## config.mk

```make
export PLATFORM = sky130hd
export DESIGN_NAME = tx_symbol_sched_flat
export DESIGN_NICKNAME = d
export VERILOG_FILES = /design/src/rtl/tx_symbol_sched_if.sv /design/src/rtl/tx_symbol_sched.sv /design/src/flat_wrapper.sv
export SDC_FILE = /design/constraint.sdc
export NUM_CORES = 1
export LEC_CHECK = 0
export CAP_MARGIN = 20
export CELL_PAD_IN_SITES_DETAIL_PLACEMENT = 0
export CELL_PAD_IN_SITES_GLOBAL_PLACEMENT = 1
export CORE_MARGIN = 2
export CORE_UTILIZATION = 38
export DETAILED_ROUTE_END_ITERATION = 10
export PLACE_DENSITY = 0.83
export SLEW_MARGIN = 10
export SYNTH_ARGS = -nofsm -noshare
export SYNTH_HDL_FRONTEND = slang
export SYNTH_SLANG_ARGS = --single-unit
```

## constraint.sdc

```tcl
create_clock -name clk -period 2.9 [get_ports clk]
set_clock_uncertainty 0.2 [all_clocks]
set_input_delay 0.435 -clock clk [delete_from_list [all_inputs] [get_ports clk]]
set_output_delay 0.435 -clock clk [all_outputs]
set_load 0.02 [all_outputs]
```

## src/rtl/tx_symbol_sched_if.sv

```systemverilog
// Link-layer to TX scheduler beat handshake (valid/ready with K flag and end-of-packet marker).
interface tx_symbol_sched_if;
    logic [7:0] tx_data;
    logic       tx_k;
    logic       tx_last;
    logic       tx_valid;
    logic       tx_ready;

    modport master (output tx_data, tx_k, tx_last, tx_valid, input tx_ready);
    modport slave  (input tx_data, tx_k, tx_last, tx_valid, output tx_ready);
endinterface

```

## src/rtl/tx_symbol_sched.sv

```systemverilog
// TX lane scheduler ahead of the 8b/10b encoder: forwards link-layer beats, fills gaps with
// logical idle and inserts COM + SKP ordered sets between packets every SKIP_INTERVAL symbols.
module tx_symbol_sched #(
    parameter int SKIP_INTERVAL = 1180,
    parameter int SKP_COUNT     = 3,
    parameter int CNT_W         = 11
) (
    input  logic             clk,
    input  logic             reset,
    input  logic             tx_en,
    tx_symbol_sched_if.slave tx,
    output logic [7:0]       enc_data,
    output logic             enc_k,
    output logic             enc_valid,
    output logic             skp_active,
    output logic             underrun
);
    typedef enum logic [1:0] {
        ST_OFF    = 2'd0,
        ST_ACTIVE = 2'd1,
        ST_SKIP   = 2'd2
    } state_t;

    localparam logic [7:0]       SYM_IDLE = 8'h00;
    localparam logic [7:0]       SYM_COM  = 8'hBC;
    localparam logic [7:0]       SYM_SKP  = 8'h1C;
    localparam logic [CNT_W-1:0] CNT_LAST = CNT_W'(SKIP_INTERVAL - 1);
    localparam logic [2:0]       IDX_LAST = 3'(SKP_COUNT);

    state_t           r_state, w_state_nx;
    logic [CNT_W-1:0] r_skip_cnt, w_skip_cnt_nx;
    logic             r_skip_pending, w_skip_pending_nx;
    logic             r_in_pkt, w_in_pkt_nx;
    logic [2:0]       r_skp_idx, w_skp_idx_nx;
    logic [7:0]       r_enc_data, w_enc_data_nx;
    logic             r_enc_k, w_enc_k_nx;
    logic             r_enc_valid, w_enc_valid_nx;
    logic             r_skp_active, w_skp_active_nx;
    logic             r_underrun, w_underrun_nx;
    logic             w_ready;
    logic             w_accept;

    // Next-state, next-symbol and handshake decode
    always_comb begin
        w_state_nx        = r_state;
        w_skip_cnt_nx     = r_skip_cnt;
        w_skip_pending_nx = r_skip_pending;
        w_in_pkt_nx       = r_in_pkt;
        w_skp_idx_nx      = r_skp_idx;
        w_enc_data_nx     = SYM_IDLE;
        w_enc_k_nx        = 1'b0;
        w_enc_valid_nx    = 1'b0;
        w_skp_active_nx   = 1'b0;
        w_underrun_nx     = 1'b0;
        w_ready           = 1'b0;
        w_accept          = 1'b0;

        case (r_state)
            ST_OFF: begin
                if (tx_en) begin
                    w_state_nx        = ST_ACTIVE;
                    w_skip_cnt_nx     = '0;
                    w_skip_pending_nx = 1'b0;
                end else begin
                    w_state_nx = ST_OFF;
                end
            end
            ST_ACTIVE: begin
                w_ready  = tx_en & ~(r_skip_pending & ~r_in_pkt);
                w_accept = w_ready & tx.tx_valid;
                if (!tx_en) begin
                    w_state_nx  = ST_OFF;
                    w_in_pkt_nx = 1'b0;
                end else if (r_skip_pending && !r_in_pkt) begin
                    // COM goes out in the same cycle ready drops, so the set is 1+SKP_COUNT symbols long
                    w_state_nx        = ST_SKIP;
                    w_skip_cnt_nx     = '0;
                    w_skip_pending_nx = 1'b0;
                    w_skp_idx_nx      = 3'd1;
                    w_enc_data_nx     = SYM_COM;
                    w_enc_k_nx        = 1'b1;
                    w_enc_valid_nx    = 1'b1;
                    w_skp_active_nx   = 1'b1;
                end else begin
                    w_enc_valid_nx = 1'b1;
                    if (w_accept) begin
                        w_enc_data_nx = tx.tx_data;
                        w_enc_k_nx    = tx.tx_k;
                        w_in_pkt_nx   = ~tx.tx_last;
                    end else begin
                        w_underrun_nx = r_in_pkt;
                    end
                    if (r_skip_cnt == CNT_LAST) begin
                        w_skip_pending_nx = 1'b1;
                    end else begin
                        w_skip_cnt_nx = r_skip_cnt + CNT_W'(1);
                    end
                end
            end
            ST_SKIP: begin
                w_enc_data_nx   = SYM_SKP;
                w_enc_k_nx      = 1'b1;
                w_enc_valid_nx  = 1'b1;
                w_skp_active_nx = 1'b1;
                if (r_skp_idx == IDX_LAST) begin
                    w_skp_idx_nx = 3'd0;
                    if (tx_en) begin
                        w_state_nx = ST_ACTIVE;
                    end else begin
                        w_state_nx = ST_OFF;
                    end
                end else begin
                    w_skp_idx_nx = r_skp_idx + 3'd1;
                end
            end
            default: begin
                w_state_nx = ST_OFF;
            end
        endcase
    end

    // State and registered encoder-side outputs
    always_ff @(posedge clk) begin
        if (reset) begin
            r_state        <= ST_OFF;
            r_skip_cnt     <= '0;
            r_skip_pending <= 1'b0;
            r_in_pkt       <= 1'b0;
            r_skp_idx      <= 3'd0;
            r_enc_data     <= 8'h00;
            r_enc_k        <= 1'b0;
            r_enc_valid    <= 1'b0;
            r_skp_active   <= 1'b0;
            r_underrun     <= 1'b0;
        end else begin
            r_state        <= w_state_nx;
            r_skip_cnt     <= w_skip_cnt_nx;
            r_skip_pending <= w_skip_pending_nx;
            r_in_pkt       <= w_in_pkt_nx;
            r_skp_idx      <= w_skp_idx_nx;
            r_enc_data     <= w_enc_data_nx;
            r_enc_k        <= w_enc_k_nx;
            r_enc_valid    <= w_enc_valid_nx;
            r_skp_active   <= w_skp_active_nx;
            r_underrun     <= w_underrun_nx;
        end
    end

    assign tx.tx_ready = w_ready;
    assign enc_data    = r_enc_data;
    assign enc_k       = r_enc_k;
    assign enc_valid   = r_enc_valid;
    assign skp_active  = r_skp_active;
    assign underrun    = r_underrun;
endmodule

```

## src/flat_wrapper.sv

```systemverilog
// flat-port wrapper written by rule: the top's interface ports become plain ports
module tx_symbol_sched_flat 
#(
    parameter int SKIP_INTERVAL = 1180,
    parameter int SKP_COUNT     = 3,
    parameter int CNT_W         = 11
)
  (clk, reset, tx_en, enc_data, enc_k, enc_valid, skp_active, underrun, tx_tx_data, tx_tx_k, tx_tx_last, tx_tx_valid, tx_tx_ready);
  tx_symbol_sched_if tx_i ();
  input  logic clk;
  input  logic reset;
  input  logic tx_en;
  output logic [7:0] enc_data;
  output logic enc_k;
  output logic enc_valid;
  output logic skp_active;
  output logic underrun;
  input wire logic [$bits(tx_i.tx_data)-1:0] tx_tx_data;
  input wire logic [$bits(tx_i.tx_k)-1:0] tx_tx_k;
  input wire logic [$bits(tx_i.tx_last)-1:0] tx_tx_last;
  input wire logic [$bits(tx_i.tx_valid)-1:0] tx_tx_valid;
  output wire logic [$bits(tx_i.tx_ready)-1:0] tx_tx_ready;
  assign tx_i.tx_data = tx_tx_data;
  assign tx_i.tx_k = tx_tx_k;
  assign tx_i.tx_last = tx_tx_last;
  assign tx_i.tx_valid = tx_tx_valid;
  assign tx_tx_ready = tx_i.tx_ready;
  tx_symbol_sched #(.SKIP_INTERVAL(SKIP_INTERVAL), .SKP_COUNT(SKP_COUNT), .CNT_W(CNT_W)) u_core (.clk(clk), .reset(reset), .tx_en(tx_en), .tx(tx_i), .enc_data(enc_data), .enc_k(enc_k), .enc_valid(enc_valid), .skp_active(skp_active), .underrun(underrun));
endmodule
```

==> reports/qor.txt, run 1 <==
Outcome -> completed
Clk_lat worst skew -> 0.27 ns
Cell Pwr Density -> 444 nW/um2
Final Cycle Share -> 0.899
Die area -> 4260 um2
P_sw -> 175 uW
Cell at the root of the clock tree -> clkbuf_8
Max-cap viol count -> 0
Slew of the pin with the lowest slew margin -> 0.627 ns
Via count of the routed design -> 1254
Antenna-violating nets left -> 0
TritonCTS clock tree -> built
Top cell type's share of synthesized area -> 0.421
Pin count of the biggest net entering global routing -> 18
Share of cells above drive strength 1 -> 0.0899
Initial antenna violation count -> 0
Normalized max-slew margin -> 0.579
Leading area contributor after synthesis -> dfxtp_1
Cts bufs inserted -> 5
Placed insts -> 231
Routed len/inst -> 13.7 um
Die X -> 65.3 um
Starting Density -> 0.393
Fmax -> 384 MHz
Setup Viol. Count Final -> 0
Mapped Area -> 1430 um2
#FFs+latches synth -> 30
Final setup TNS -> 0 ns
Clk slew on worst S/H paths -> 0.06 ns
Final WS setup -> 0.294 ns
Startpoint types -> flip-flop
Core Rows -> 22
First-pass DRT Iterations -> 4
Switching share of power -> 0.217
Register area -> 601 um2
Mapped Cells -> 158
Syn Area/Cell -> 9.04 um2
Total track usage -> 0.161
Internal power -> 631 uW
Syn nets -> 178
Seq/Total Area, Yosys -> 0.421
Clock Sinks -> 30
Syn-to-layout area delta -> 27.3%
DRC viols -> 0
Core ar. -> 3630 um2
Vias/cell -> 5.29
Final Hold Violating Endpoints -> 0
Worst VDD drop -> 295 uV
Final nets -> 210
Leakage -> 0.000706 uW
H-tree depth -> 2
Global route overflow -> 0
Combinational power share -> 0.083
Placer Congestion -> 0.814
Place WS -> 0.553 ns
Post-synth cell types -> 46
EDFF count, synth -> 0
WS Path Type -> reg2out
Diodes inserted -> 0
Setup Buffers After CTS -> 0
First-pass GRT wire length -> 5250 um
Share of power burned in the clock network -> 0.400
Final Instance Count excl. Fillers -> 237
Post-layout util -> 0.500
WP data required -> 2.27 ns
Pwr Total -> 806 uW
Post-Route WL -> 3240 um
Synth async-reset ratio -> 0
Layout fillers -> 349
Cts repair resizes -> 0
Vias in the first global route -> 1215
I/O Buffers -> 26
Synth Flop Type -> dfxtp_1
Post-DP HPWL -> 2300 um
Clk buf depth -> 2
Die Y-Extent -> 65.3 um
Area contributors post-synth -> dfxtp_1 42%, ha_1 5.3%, nor2_1 4.7%
CP Data Arrival Time -> 1.97 ns
Synth warn -> 0
CP Capture Type -> output port
Min-Delay Path Class -> reg2reg
Hold buffer count at CTS -> 0
Register share of total power -> 0.517
Top-Level Pins -> 27
Final critical-path required period -> 2.61 ns
Peak fanout along the critical path -> 12
Initial DRC count -> 56
RSZ-0062 raised after global routing -> no
Pins Over Slew Limit -> 0
Multi-input logic area -> 757 um2
==> path summary, 6_finish.rpt <==
path	startpoint	endpoint	slack, ns	cells past startpoint
worst max-delay path	u_core.r_state[1]	tx_tx_ready	0.29	5
worst min register to register	u_core.r_skp_idx[2]	u_core.r_skp_idx[2]	0.30	1
worst min-delay path	u_core.r_skp_idx[2]	u_core.r_skp_idx[2]	0.30	1
worst max register to register	u_core.r_skip_cnt[0]	u_core.r_skip_cnt[9]	0.58	6
==> cell usage in the layout, fill, tap and decap left out, types with 2 or more instances in the layout <==
cell | synthesis | layout
ha_1 | 6 | 6
nand2_1 | 10 | 10
nand2b_1 | 6 | 6
nand3b_1 | 2 | 2
nor3b_1 | 2 | 2
buf_4 | 1 | 3
nor2_1 | 18 | 18
a21o_1 | 6 | 6
nand3_1 | 6 | 6
o21ai_0 | 6 | 6
inv_1 | 9 | 9
nor2b_1 | 2 | 2
clkdlybuf4s50_1 | 0 | 26
a31oi_1 | 5 | 5
and4_1 | 2 | 2
dfxtp_1 | 30 | 30
and2_1 | 3 | 3
a21oi_1 | 8 | 8
o21ai_1 | 4 | 4
clkbuf_8 | 1 | 6
nor3_1 | 5 | 5
==> synthesized netlist by cell type, drive strengths merged, types with 2 or more instances <==
library cell   n
dfxtp         30
nor2          18
nand2         10
o21ai         10
inv            9
a21oi          8
nand2b         7
a21o           6
ha             6
nand3          6
a31oi          5
nor3           5
and2           3
and4           3
buf            2
clkbuf         2
nand3b         2
nor2b          2
nor3b          2
nor4b          2
==> worst max-delay path, stage by stage (launching register included) <==
cell             delay (ns)
dfxtp_1                0.35
inv_1                  0.09
ha_1                   0.41
nand3_1                0.17
inv_1                  0.09
clkdlybuf4s50_1        0.59
==> final cells by class <==
class                   count  share of cell area
inverters                   9              0.0186
flip-flops and latches     30               0.331
well taps                  48              0.0331
clock buffers               6              0.0455
multi-input cells         115               0.417
repair buffers             29               0.156
==> metrics by stage <==
stage	hold slack (ns)	area, um2
after global routing	0.324	1820
final	0.302	1820
after global placement	0.273	1730
after detailed placement	0.291	1730
after floorplan	0.262	1430
after CTS	0.303	1820
==> routing by layer <==
layer,vias to the layer above,wire length [um],track usage
li1,624,-,-
met3,5,179,0.0462
met5,-,0,0
met2,35,1480,0.270
met1,590,1540,0.187
met4,0,40,0.0781
==> power by group through the flow <==
stage,Sequential (uW),Clock [uW],Combinational (uW)
final,417,322,67.0
after global placement,426,0,65.1
after CTS,417,337,66.8
after global routing,417,357,72.1
after detailed placement,426,0,66.2
after floorplan,426,0,37.9
==> registers in the layout, indices dropped and copies added (netlist names), 2 cells and up <==
| register | count |
|---|---|
| u_core.enc_data | 8 |
| u_core.r_skip_cnt | 11 |
| u_core.r_skp_idx | 3 |
| u_core.r_state | 2 |
==> kinds of logic (layout without fill, tap and decap cells) <==
| family | after synthesis | count (layout) | synth area share |
|---|---|---|---|
| xor gates and xnor gates | 2 | 2 | 0.0123 |
| DFF | 30 | 30 | 0.421 |
| adders and majority gates | 6 | 6 | 0.0526 |
| muxes | 2 | 2 | 0.0149 |
| and+or+nand+nor | 65 | 65 | 0.261 |
| buffers and inverters | 13 | 44 | 0.0491 |
| AOI/OAI and AO/OA | 40 | 40 | 0.189 |
Note: power is estimated with default switching activity, not from simulation.
==> inputs of run 2 (changes only) <==
--- a/config.mk
+++ b/config.mk
@@ -6,12 +6,10 @@
 export NUM_CORES = 1
 export LEC_CHECK = 0
 export CAP_MARGIN = 20
-export CELL_PAD_IN_SITES_DETAIL_PLACEMENT = 0
-export CELL_PAD_IN_SITES_GLOBAL_PLACEMENT = 1
 export CORE_MARGIN = 2
-export CORE_UTILIZATION = 38
+export CORE_UTILIZATION = 40
 export DETAILED_ROUTE_END_ITERATION = 10
-export PLACE_DENSITY = 0.83
+export PLACE_DENSITY = 0.69
 export SLEW_MARGIN = 10
 export SYNTH_ARGS = -nofsm -noshare
 export SYNTH_HDL_FRONTEND = slang
==> run 2 against run 1 <==
Clock-buffer cell count unchanged. Power decreased by 7.3%. Largest cell class unchanged. Highest routed layer unchanged. Critical path depth unchanged. Routed wire length decreased by 3.7%. Sequential share of layout area increased by 0.49 points. Sequential cell count unchanged. Register-to-register slack improved by 0.02 ns. Critical path type unchanged. Final area decreased by 1.4%.
==> reports/qor.txt, run 2 (synthesized netlist as in run 1, its figures left out) <==
Outcome -> completed
CP most frequent cell -> inv_1
Routing usage on met3 -> 0.0423 (-0.00398)
Startpoint types -> flip-flop
Final instance area -> 1790 um2 (-1.4%)
Multi-input logic area -> 759 um2 (+0.33%)
Hold buffer count at CTS -> 0 (unchanged)
Crit path max-delay family -> buffers and inverters
Core Rows -> 21 (-4.5%)
WHS -> 0.322 ns (+0.0204 ns)
Vias in the first global route -> 1192 (-1.9%)
Global route overflow -> 0 (unchanged)
Clk_lat worst skew -> 0.33 ns (+0.06 ns)
Fmax -> 379 MHz (-1.4%)
Pins Over Slew Limit -> 0 (unchanged)
Total track usage -> 0.165 (+0.00368)
Worst VDD drop -> 175 uV (-41%)
Slew of the pin with the lowest slew margin -> 0.710 ns (+0.0834 ns)
Normalized max-slew margin -> 0.523 (-0.0560)
Pin count of the biggest net entering global routing -> 18 (unchanged)
Cts repair resizes -> 0 (unchanged)
Cell Pwr Density -> 418 nW/um2 (-5.9%)
Layout fillers -> 303 (-13%)
WP data required -> 2.27 ns (about the same)
Starting Density -> 0.421 (+0.0283)
Post-DP HPWL -> 2310 um (+0.78%)
DRC viols -> 0 (unchanged)
Met2 usage -> 0.267 (-0.00330)
CP Capture Type -> output port
Place WS -> 0.475 ns (-0.0786 ns)
Placer Congestion -> 0.795 (-2.4%)
Final Cycle Share -> 0.911 (+0.0123)
H-tree depth -> 2 (unchanged)
Routed len/inst -> 13.2 um (-3.3%)
Die X -> 63.7 um (-2.4%)
First-pass DRT Iterations -> 4 (unchanged)
RSZ-0062 raised after global routing -> no
Clk slew on worst S/H paths -> 0.10 ns (+0.04 ns)
Core ar. -> 3390 um2 (-6.7%)
First-pass GRT wire length -> 5240 um (-0.11%)
Placed instance area -> 1720 um2 (-0.58%)
Via count of the routed design -> 1271 (+1.4%)
M1 GR Usage -> 0.199 (+0.0117)
Worst-path cell chain -> inv_1 > ha_2 > nand3_1 > inv_1 > clkdlybuf4s50_1
Diodes inserted -> 0 (unchanged)
Share of cells above drive strength 1 -> 0.100 (+0.0101)
Initial antenna violation count -> 0 (unchanged)
Cts bufs inserted -> 5 (unchanged)
Largest Register -> u_core.r_skip_cnt
Setup Buffers After CTS -> 0 (unchanged)
Vias/cell -> 5.39 (+1.8%)
Min-Delay Path Class -> reg2reg
CP Data Arrival Time -> 2.01 ns (+0.04 ns)
Leakage -> 0.000692 uW (-2.0%)
Top-Level Pins -> 27 (unchanged)
Die Y-Extent -> 63.7 um (-2.4%)
CP max stage delay -> 0.60 ns (about the same)
GRT busiest layer -> met2
WS Path Type -> reg2out
Antenna-violating nets left -> 0 (unchanged)
Final Hold Violating Endpoints -> 0 (unchanged)
Setup Viol. Count Final -> 0 (unchanged)
Final setup TNS -> 0 ns (unchanged)
Clock Sinks -> 30 (unchanged)
Final nets -> 209 (-0.48%)
Post-Route WL -> 3120 um (-3.7%)
Most common cell after layout, fill and taps aside -> dfxtp_1
Cell at the root of the clock tree -> clkbuf_4
Max-cap viol count -> 0 (unchanged)
Commonest non-fill, non-tap cells in the layout -> 30 x dfxtp_1, 26 x clkdlybuf4s50_1, 18 x nor2_1, 10 x nand2_1, 9 x inv_1
Final critical-path required period -> 2.64 ns (+0.0357 ns)
Largest register FFs -> 11 (unchanged)
Slowest CP cell -> clkdlybuf4s50_1
Peak fanout along the critical path -> 12 (unchanged)
Die area -> 4060 um2 (-4.7%)
Syn-to-layout area delta -> 25.4%
Clk buf depth -> 2 (unchanged)
TritonCTS clock tree -> built
Worst path bufs/invs -> 3 (unchanged)
Initial DRC count -> 111 (+98%)
Final WS setup -> 0.258 ns (-0.0357 ns)
Pwr Total -> 748 uW (-7.3%)
I/O Buffers -> 26 (unchanged)
Register area -> 601 um2 (unchanged)
-- run 2: cell types whose count changed in the layout (fill, tap and decap cells not counted), sizes merged --
cell / change
clkinv: +1
buf: -1
clkinvlp: +1
-- run 2: power by group --
group | internal [uW] | switching (uW)
Combinational | 33.7 | 31.2
Clock | 116 | 150
Sequential | 414 | 2.22
Total | 564 | 183
-- run 2: worst paths after layout --
| path | startpoint | end | slack, ns | cells past startpoint |
|---|---|---|---|---|
| setup / recovery | u_core.r_state[1] | tx_tx_ready | 0.26 | 5 |
| hold / removal | u_core.r_skp_idx[2] | u_core.r_skp_idx[2] | 0.32 | 1 |
| setup reg to reg | u_core.r_skip_cnt[0] | u_core.r_skip_cnt[5] | 0.60 | 6 |
| hold reg to reg | u_core.r_skp_idx[2] | u_core.r_skp_idx[2] | 0.32 | 1 |
-- run 2: layout make-up --
| class | instances | area share |
|---|---|---|
| multi-input cells | 115 | 0.424 |
| flip-flops and latches | 30 | 0.335 |
| repair buffers | 28 | 0.154 |
| well taps | 46 | 0.0321 |
| clock buffers | 6 | 0.0287 |
| inverters | 9 | 0.0189 |
| clock inverters | 2 | 0.00699 |
-- run 2: metal layers --
layer	wire length (um)	vias up
li1	-	623
met1	1390	611
met2	1550	27
met3	112	10
met4	73	0
met5	0	-
-- run 2: worst reg2reg max path, stage by stage (launching register included) --
cell,delay (ns)
dfxtp_1,0.39
ha_1,0.25
or4b_4,0.49
nor4b_4,0.43
a31o_4,0.25
o21ai_1,0.08
a21oi_1,0.15
-- run 2: metrics by stage --
step	utilization	std cells
after floorplan	-	158
after global placement	0.509	228
after detailed placement	0.509	228
after CTS	0.528	236
after global routing	0.528	236
final	0.528	236
==> inputs of run 3 (changes only) <==
--- a/config.mk
+++ b/config.mk
@@ -5,7 +5,6 @@
 export SDC_FILE = /design/constraint.sdc
 export NUM_CORES = 1
 export LEC_CHECK = 0
-export CAP_MARGIN = 20
 export CORE_MARGIN = 2
 export CORE_UTILIZATION = 40
 export DETAILED_ROUTE_END_ITERATION = 10
==> results of run 3 <==
Final layout, timing and power as in run 2 (identical DEF).
